$ cat config.mk
export PLATFORM = sky130hd
export DESIGN_NAME = load_store_unit
export DESIGN_NICKNAME = d
export VERILOG_FILES = /design/src/rtl/load_store_unit.sv
export SDC_FILE = /design/constraint.sdc
export NUM_CORES = 1
export LEC_CHECK = 0
export BUFFER_PORTS_ARGS = -buffer_cell sky130_fd_sc_hd__buf_2
export CORE_ASPECT_RATIO = 0.5
export CORE_UTILIZATION = 46
export DETAILED_ROUTE_END_ITERATION = 16
export PLACE_DENSITY = 0.81
export SLEW_MARGIN = 20
export SYNTH_ARGS = -nofsm -noshare
export SYNTH_HDL_FRONTEND = slang
export SYNTH_SLANG_ARGS = --single-unit
$ cat constraint.sdc
create_clock -name clk -period 2.45 [get_ports clk]
set_input_delay 0.245 -clock clk [delete_from_list [all_inputs] [get_ports clk]]
set_output_delay 0.245 -clock clk [all_outputs]
set_load 0.02 [all_outputs]
$ cat src/rtl/load_store_unit.sv
// Memory-stage load/store initiator: drives a req/gnt/rvalid handshake to data memory,
// formats store lanes and byte enables, extracts and extends load data, and stalls the pipeline.
module load_store_unit #(
  parameter int unsigned TIMEOUT = 255
) (
  input  logic        clk,
  input  logic        n_rst,
  input  logic        MemRead,
  input  logic        MemWr,
  input  logic [2:0]  funct3,
  input  logic [31:0] addr,
  input  logic [31:0] write_data,
  output logic        stall,
  output logic        done,
  output logic        fault,
  output logic [31:0] load_data,
  output logic        mem_req,
  output logic        mem_we,
  output logic [31:0] mem_addr,
  output logic [3:0]  mem_be,
  output logic [31:0] mem_wdata,
  input  logic        mem_gnt,
  input  logic        mem_rvalid,
  input  logic [31:0] mem_rdata
);

  typedef enum logic [1:0] {IDLE, REQ, WAIT, DONE} state_t;

  localparam logic [15:0] TO_LAST = 16'(TIMEOUT - 1);

  state_t      state_q, state_d;
  logic        we_q, we_d;
  logic [2:0]  f3_q, f3_d;
  logic [31:0] addr_q, addr_d;
  logic [3:0]  be_q, be_d;
  logic [31:0] wdata_q, wdata_d;
  logic        fault_q, fault_d;
  logic [15:0] cnt_q, cnt_d;
  logic [31:0] ld_q, ld_d;

  logic        cmd;
  logic        illegal;
  logic        misaligned;
  logic [3:0]  be_fmt;
  logic [31:0] wd_fmt;
  logic [31:0] lane;
  logic [31:0] ld_ext;

  assign cmd = MemRead | MemWr;

  always_comb begin
    illegal = (funct3 == 3'b011) || (funct3 == 3'b110) || (funct3 == 3'b111) ||
              (MemWr && funct3[2]);
    misaligned = ((funct3[1:0] == 2'b01) && addr[0]) ||
                 ((funct3[1:0] == 2'b10) && (addr[1:0] != 2'b00));
  end

  always_comb begin
    be_fmt = 4'b0000;
    wd_fmt = write_data;
    case (funct3[1:0])
      2'b00: begin
        be_fmt = 4'b0001 << addr[1:0];
        wd_fmt = {4{write_data[7:0]}};
      end
      2'b01: begin
        be_fmt = addr[1] ? 4'b1100 : 4'b0011;
        wd_fmt = {2{write_data[15:0]}};
      end
      2'b10: begin
        be_fmt = 4'b1111;
        wd_fmt = write_data;
      end
      default: begin
        be_fmt = 4'b0000;
        wd_fmt = write_data;
      end
    endcase
  end

  always_comb begin
    lane = mem_rdata >> {addr_q[1:0], 3'b000};
    case (f3_q)
      3'b000:  ld_ext = {{24{lane[7]}}, lane[7:0]};
      3'b001:  ld_ext = {{16{lane[15]}}, lane[15:0]};
      3'b100:  ld_ext = {24'h000000, lane[7:0]};
      3'b101:  ld_ext = {16'h0000, lane[15:0]};
      default: ld_ext = lane;
    endcase
  end

  always_comb begin
    state_d = state_q;
    we_d    = we_q;
    f3_d    = f3_q;
    addr_d  = addr_q;
    be_d    = be_q;
    wdata_d = wdata_q;
    fault_d = fault_q;
    cnt_d   = cnt_q;
    ld_d    = ld_q;
    case (state_q)
      IDLE: begin
        if (cmd) begin
          we_d    = MemWr;
          f3_d    = funct3;
          addr_d  = addr;
          be_d    = be_fmt;
          wdata_d = MemWr ? wd_fmt : '0;
          cnt_d   = '0;
          if (illegal || misaligned) begin
            fault_d = 1'b1;
            state_d = DONE;
            if (!MemWr) ld_d = '0;
          end else begin
            fault_d = 1'b0;
            state_d = REQ;
          end
        end
      end
      REQ: begin
        cnt_d = cnt_q + 16'd1;
        // A granted store has completed; a load grant in the last budget cycle
        // would overrun the budget in WAIT, so the timeout wins there.
        if (mem_gnt && we_q) begin
          fault_d = 1'b0;
          state_d = DONE;
        end else if (cnt_q == TO_LAST) begin
          fault_d = 1'b1;
          state_d = DONE;
          if (!we_q) ld_d = '0;
        end else if (mem_gnt) begin
          state_d = WAIT;
        end
      end
      WAIT: begin
        cnt_d = cnt_q + 16'd1;
        if (mem_rvalid) begin
          fault_d = 1'b0;
          ld_d    = ld_ext;
          state_d = DONE;
        end else if (cnt_q >= TO_LAST) begin
          fault_d = 1'b1;
          ld_d    = '0;
          state_d = DONE;
        end
      end
      DONE:    state_d = IDLE;
      default: state_d = IDLE;
    endcase
  end

  always_ff @(posedge clk or negedge n_rst) begin
    if (!n_rst) begin
      state_q <= IDLE;
      we_q    <= 1'b0;
      f3_q    <= '0;
      addr_q  <= '0;
      be_q    <= '0;
      wdata_q <= '0;
      fault_q <= 1'b0;
      cnt_q   <= '0;
      ld_q    <= '0;
    end else begin
      state_q <= state_d;
      we_q    <= we_d;
      f3_q    <= f3_d;
      addr_q  <= addr_d;
      be_q    <= be_d;
      wdata_q <= wdata_d;
      fault_q <= fault_d;
      cnt_q   <= cnt_d;
      ld_q    <= ld_d;
    end
  end

  assign stall     = n_rst & (((state_q == IDLE) & cmd) | (state_q == REQ) | (state_q == WAIT));
  assign done      = (state_q == DONE);
  assign fault     = (state_q == DONE) & fault_q;
  assign load_data = ld_q;
  assign mem_req   = (state_q == REQ);
  assign mem_we    = we_q;
  assign mem_addr  = {addr_q[31:2], 2'b00};
  assign mem_be    = be_q;
  assign mem_wdata = wdata_q;

endmodule

Word level (Yosys, flattened, before mapping). Cells that the tools add are included.

Word-level logic and storage cells: 92. Output and inout port bits: 105. Flip-flop bits (word level): 123. Input port bits: 105.

Add/sub/neg operators: 1. Shift-type cells: 2. Order comparisons: 1. Reductions and logical operators: 21. Bitwise operators: 6. Multiplexer cells: 31. Equality and inequality tests: 21.

Operators with widths (count): $mux W32 (9); $pmux W32 S4 (1); $pmux W32 S3 (1); $pmux W32 S2 (1); $pmux W16 S2 (1); $shr A32 B5 Y32 (1); $add A16 B1 Y16 const B (1); $eq A16 B8 Y1 const B (1); $ge A16 B8 Y1 const B (1); $mux W16 (1); $mux W2 (7); $eq A3 B3 Y1 const B (4); $pmux W4 S3 (1); $ne A2 B2 Y1 const B (5); $pmux W2 S4 (1); $reduce_and A8 Y1 (1); $eq A2 B2 Y1 const B (3); $mux W1 (6); $logic_or A1 B1 Y1 (5); $eq A2 B1 Y1 const B (2); $logic_and A1 B1 Y1 (4); $logic_not A2 Y1 (2); $mux W4 (1); $ne A4 B1 Y1 const B (1); other kinds (16) (22).

Depth between registers and ports, before layout.
Depth in word-level cells: 8. Gate-level depth with buffers: 9. Mapped depth without buffers: 7.

Least setup slack after synthesis. Ideal clock, no wire load.

Kind: reg-to-reg. Start: reg cnt_q[9]. End: reg ld_q[10], in the netlist load_data[10]. Path slack: 0.065 ns. Cell stages (with the launch flop): 8. Arrival: 2.282 ns. Setup time: 0.104 ns. Path through: dfrtp_1 -> or4_4 -> o41ai_4 -> nand3_2 -> or2_1 -> buf_6 -> buf_6 -> o41ai_2.

Longest elaborated chain between the ends: 3. Elaborated cells between the ends (all ways): 5. Those cells by class: order compare (1); eq/ne (3); reduce/logical (1).

Ends and longest elaborated chain: start: declaration (RTL line 38) `logic [15:0] cnt_q, cnt_d;`; start signal: assignment (RTL line 172) `cnt_q <= cnt_d;`; $ge A16 B8 Y1 / $eq A16 B8 Y1 (equally long branches) (RTL line 142, 128); $ne A3 B3 Y1 (no line) / $ne A2 B1 Y1 (equally long branches); $reduce_and A8 Y1 (no line) (*); end signal: assignment (RTL line 173) `ld_q <= ld_d;`; end: declaration (RTL line 39) `logic [31:0] ld_q, ld_d;`.

Mark *: on every way between the ends. The rest lies on a longest branch, timed or not. A chain may end at the register's enable or synchronous reset.

Worst setup path in the final report.
Start: reg cnt_q[12]. End: reg ld_q[0], in the netlist load_data[0].

The elaborated chain is that of the path after synthesis.

==> metrics.yaml <==
run_status:
  status: "finished, violations left"
  violations: "hold timing"
yosys:
  ys_async_sr_fraction_pct: 100
  synth_top_area_cell: "dfrtp_1"
  ys_types: 52
  avgSynthCellArea_um2: 10.6
  yosys-top-cells-area: "dfrtp_1 (48%), mux2_2 (9.9%), o21ai_0 (5.0%), buf_4 (3.8%), o41ai_2 (3.3%)"
  yosys_most_used_dff: "dfrtp_1"
  syn-instance-count: 602
  yosysSeqAreaShare_pct: 48.3
  synth.yosys.warnings: 0
  synth-seq-cells: 123
  syn-cell-area_mm2: 0.00637
  synth_most_common_cell: "dfrtp_1"
  yosysTopAreaCellShare_pct: 48.3
  synth-edff-count: 0
  synth_common_cells: "dfrtp_1 (123), o21ai_0 (63), mux2_2 (56)"
finish:
  n_antenna_cell: 0
  syn_to_final_growth_pct: 26.6
  nets: 894
  layout-drive-gt1-share_pct: 42.6
sta:
  fmax_mhz: 427
  slew_violations: 0
  slew_headroom_pct: 55.3
  hold_viol: 54
  rsz0062_at_grt: "false"
  tightest_slew_ps: 668
  fin_hold_ws_ps: -44.7
  layout_min_cycle_time_ps: 2340
  tns_ps: 0
  fin_crit_sh_pct: 95.5
  fin_worst_skew_ps: 16.1
  setup_violations: 0
clocking:
  clk_pin_slew_ps: 60
  cts_max_level: 4
  cts_buffers: 17
  cts-hold-fix-buffers: 0
  tritoncts: "yes"
  cts_buffer_depth: 2
  cts.sinks: 123
  insertion_delay_ps: 420
  cts_root_buffer: "clkbuf_16"
detailed_routing:
  wl_per_cell_um: 17.1
  drc: 0
  first_iter_violations: 429
  viasPerCell: 5.50
  wirelength_um: 16500
  ant_nets: 0
  dr.pass1.iters: 5
  vias: 5311
critical_path:
  critPathLaunch: "cnt_q[12]"
  critPathKind: "reg2reg"
  crit_required_ps: 2760
  regToRegSetupSlack_ps: 110
  r2r-start: "cnt_q[12]"
  critPathArrivalTime_ps: 2650
  reg2reg_to: "load_data[0]"
  r2r_cells: 6
  cp-start-kind: "register"
  cp_max_fo: 31
  critPathCaptureType: "register"
global_route:
  track_usage_pct: 23.6
  grt_pass1_wl_um: 26700
  overflow: 0
  grt_pass1_vias: 5367
  grt_max_degree: 124
  antenna_found_initial: 0
placement:
  hpwl_um: 11500
  port_buffers: 207
  gp_congestion: 0.932
floorplanning:
  rows: 29
  top_level_ports: 210
  die_area_mm2: 0.0143
  coreArea_mm2: 0.0131
  start_util_pct: 48.7
  die_y_um: 85.2
  fp.dieW_um: 168
min_path:
  min_path_type: "in2async"
power:
  powerDensity_mw_per_mm2: 1400
  leakage_nw: 3.95
  peakVddDrop_uv: 712
job:
  drv_cap: 0
-- power by group --
| part | leakage [nW] | switching, W | internal [W] |
|---|---|---|---|
| Clock | 0.292 | 0.00101 | 0.00162 |
| Combinational | 2.08 | 0.00320 | 0.00202 |
| Sequential | 1.58 | 0.000561 | 0.00289 |
| Total | 3.95 | 0.00477 | 0.00653 |
-- registers in the layout, summed over array words and instances (netlist names) --
| name | flops |
|---|---|
| addr_q | 32 |
| cnt_q | 16 |
| f3_q | 3 |
| fault_q | 1 |
| load_data | 32 |
| mem_be | 4 |
| mem_wdata | 32 |
| mem_we | 1 |
| state_q | 2 |
-- worst max-delay path by stage --
stage                               end  cells past startpoint  slack, ps
after floorplan           load_data[10]                      7         60
after global placement     load_data[2]                      6        120
after detailed placement   load_data[2]                      6         40
after CTS                  load_data[2]                      6         30
after global routing       load_data[5]                      6         10
final                      load_data[0]                      6        110
-- area by class of cell --
| cell class | count | area (um2) |
|---|---|---|
| sequential | 123 | 3080 |
| clock inverter | 15 | 188 |
| clock buffer | 17 | 425 |
| fill | 1091 | 5000 |
| multi-input combinational | 399 | 2870 |
| tap | 170 | 213 |
| inverter | 11 | 41.3 |
| timing repair buffer | 230 | 1250 |
-- worst max-delay path, cell delays in order, from the launching register on --
cell	delay, ps
dfrtp_1	390
or4_4	560
o41ai_4	380
nand3_2	120
or2_1	260
buf_12	180
o41ai_2	320
-- metal layers --
layer	wire length, um	vias up	global-route usage (%)	share of wire [%]
met5	0	-	0	0
met4	295	0	7.77	1.8
met3	960	29	6.11	5.8
met2	7990	209	38.7	48
met1	7290	2590	30.8	44
li1	-	2483	-	-
-- per-stage QoR --
| stage | setup slack (ps) | total power (W) | cells | cell area (um2) | util [%] |
|---|---|---|---|---|---|
| 5_1_grt | 10.9 | 0.0119 | 965 | 8060 | 61.7 |
| 3_5_place_dp | 43.3 | 0.00865 | 932 | 7430 | 56.9 |
| 6_report | 110 | 0.0113 | 965 | 8060 | 61.7 |
| 2_1_floorplan | 64.9 | 0.00726 | 603 | 6370 | - |
| 3_3_place_gp | 120 | 0.00847 | 932 | 7430 | 56.9 |
| 4_1_cts | 33.7 | 0.0113 | 964 | 8040 | 61.6 |
-- layout by cell type, fill, tap and decap left out, drive strengths merged, types with 16 or more instances in the layout --
cell | netlist | routed
a21oi | 27 | 27
buf | 41 | 230
clkbuf | 29 | 17
dfrtp | 123 | 123
inv | 11 | 17
mux2 | 56 | 56
nand2 | 45 | 45
nor2 | 37 | 37
nor2b | 26 | 26
o21ai | 64 | 64
o41ai | 16 | 16
-- repair_timing --
item	in CTS	in global routing
resized for setup	0	2
buffers inserted	0	1
setup endpoints to repair	0	9
-- cell families after synthesis --
group / count (synthesis) / synth area share [%]
AO/OA/AOI/OAI: 159 / 18.0
XOR/XNOR: 11 / 1.51
adder cells (fa/ha/maj): 7 / 1.38
buffers and inverters: 81 / 7.03
flip-flops: 123 / 48.3
multiplexers: 71 / 12.3
other: 1 / 0.0589
AND/OR/NAND/NOR: 149 / 11.4
Power figures use the tool's default switching activity.
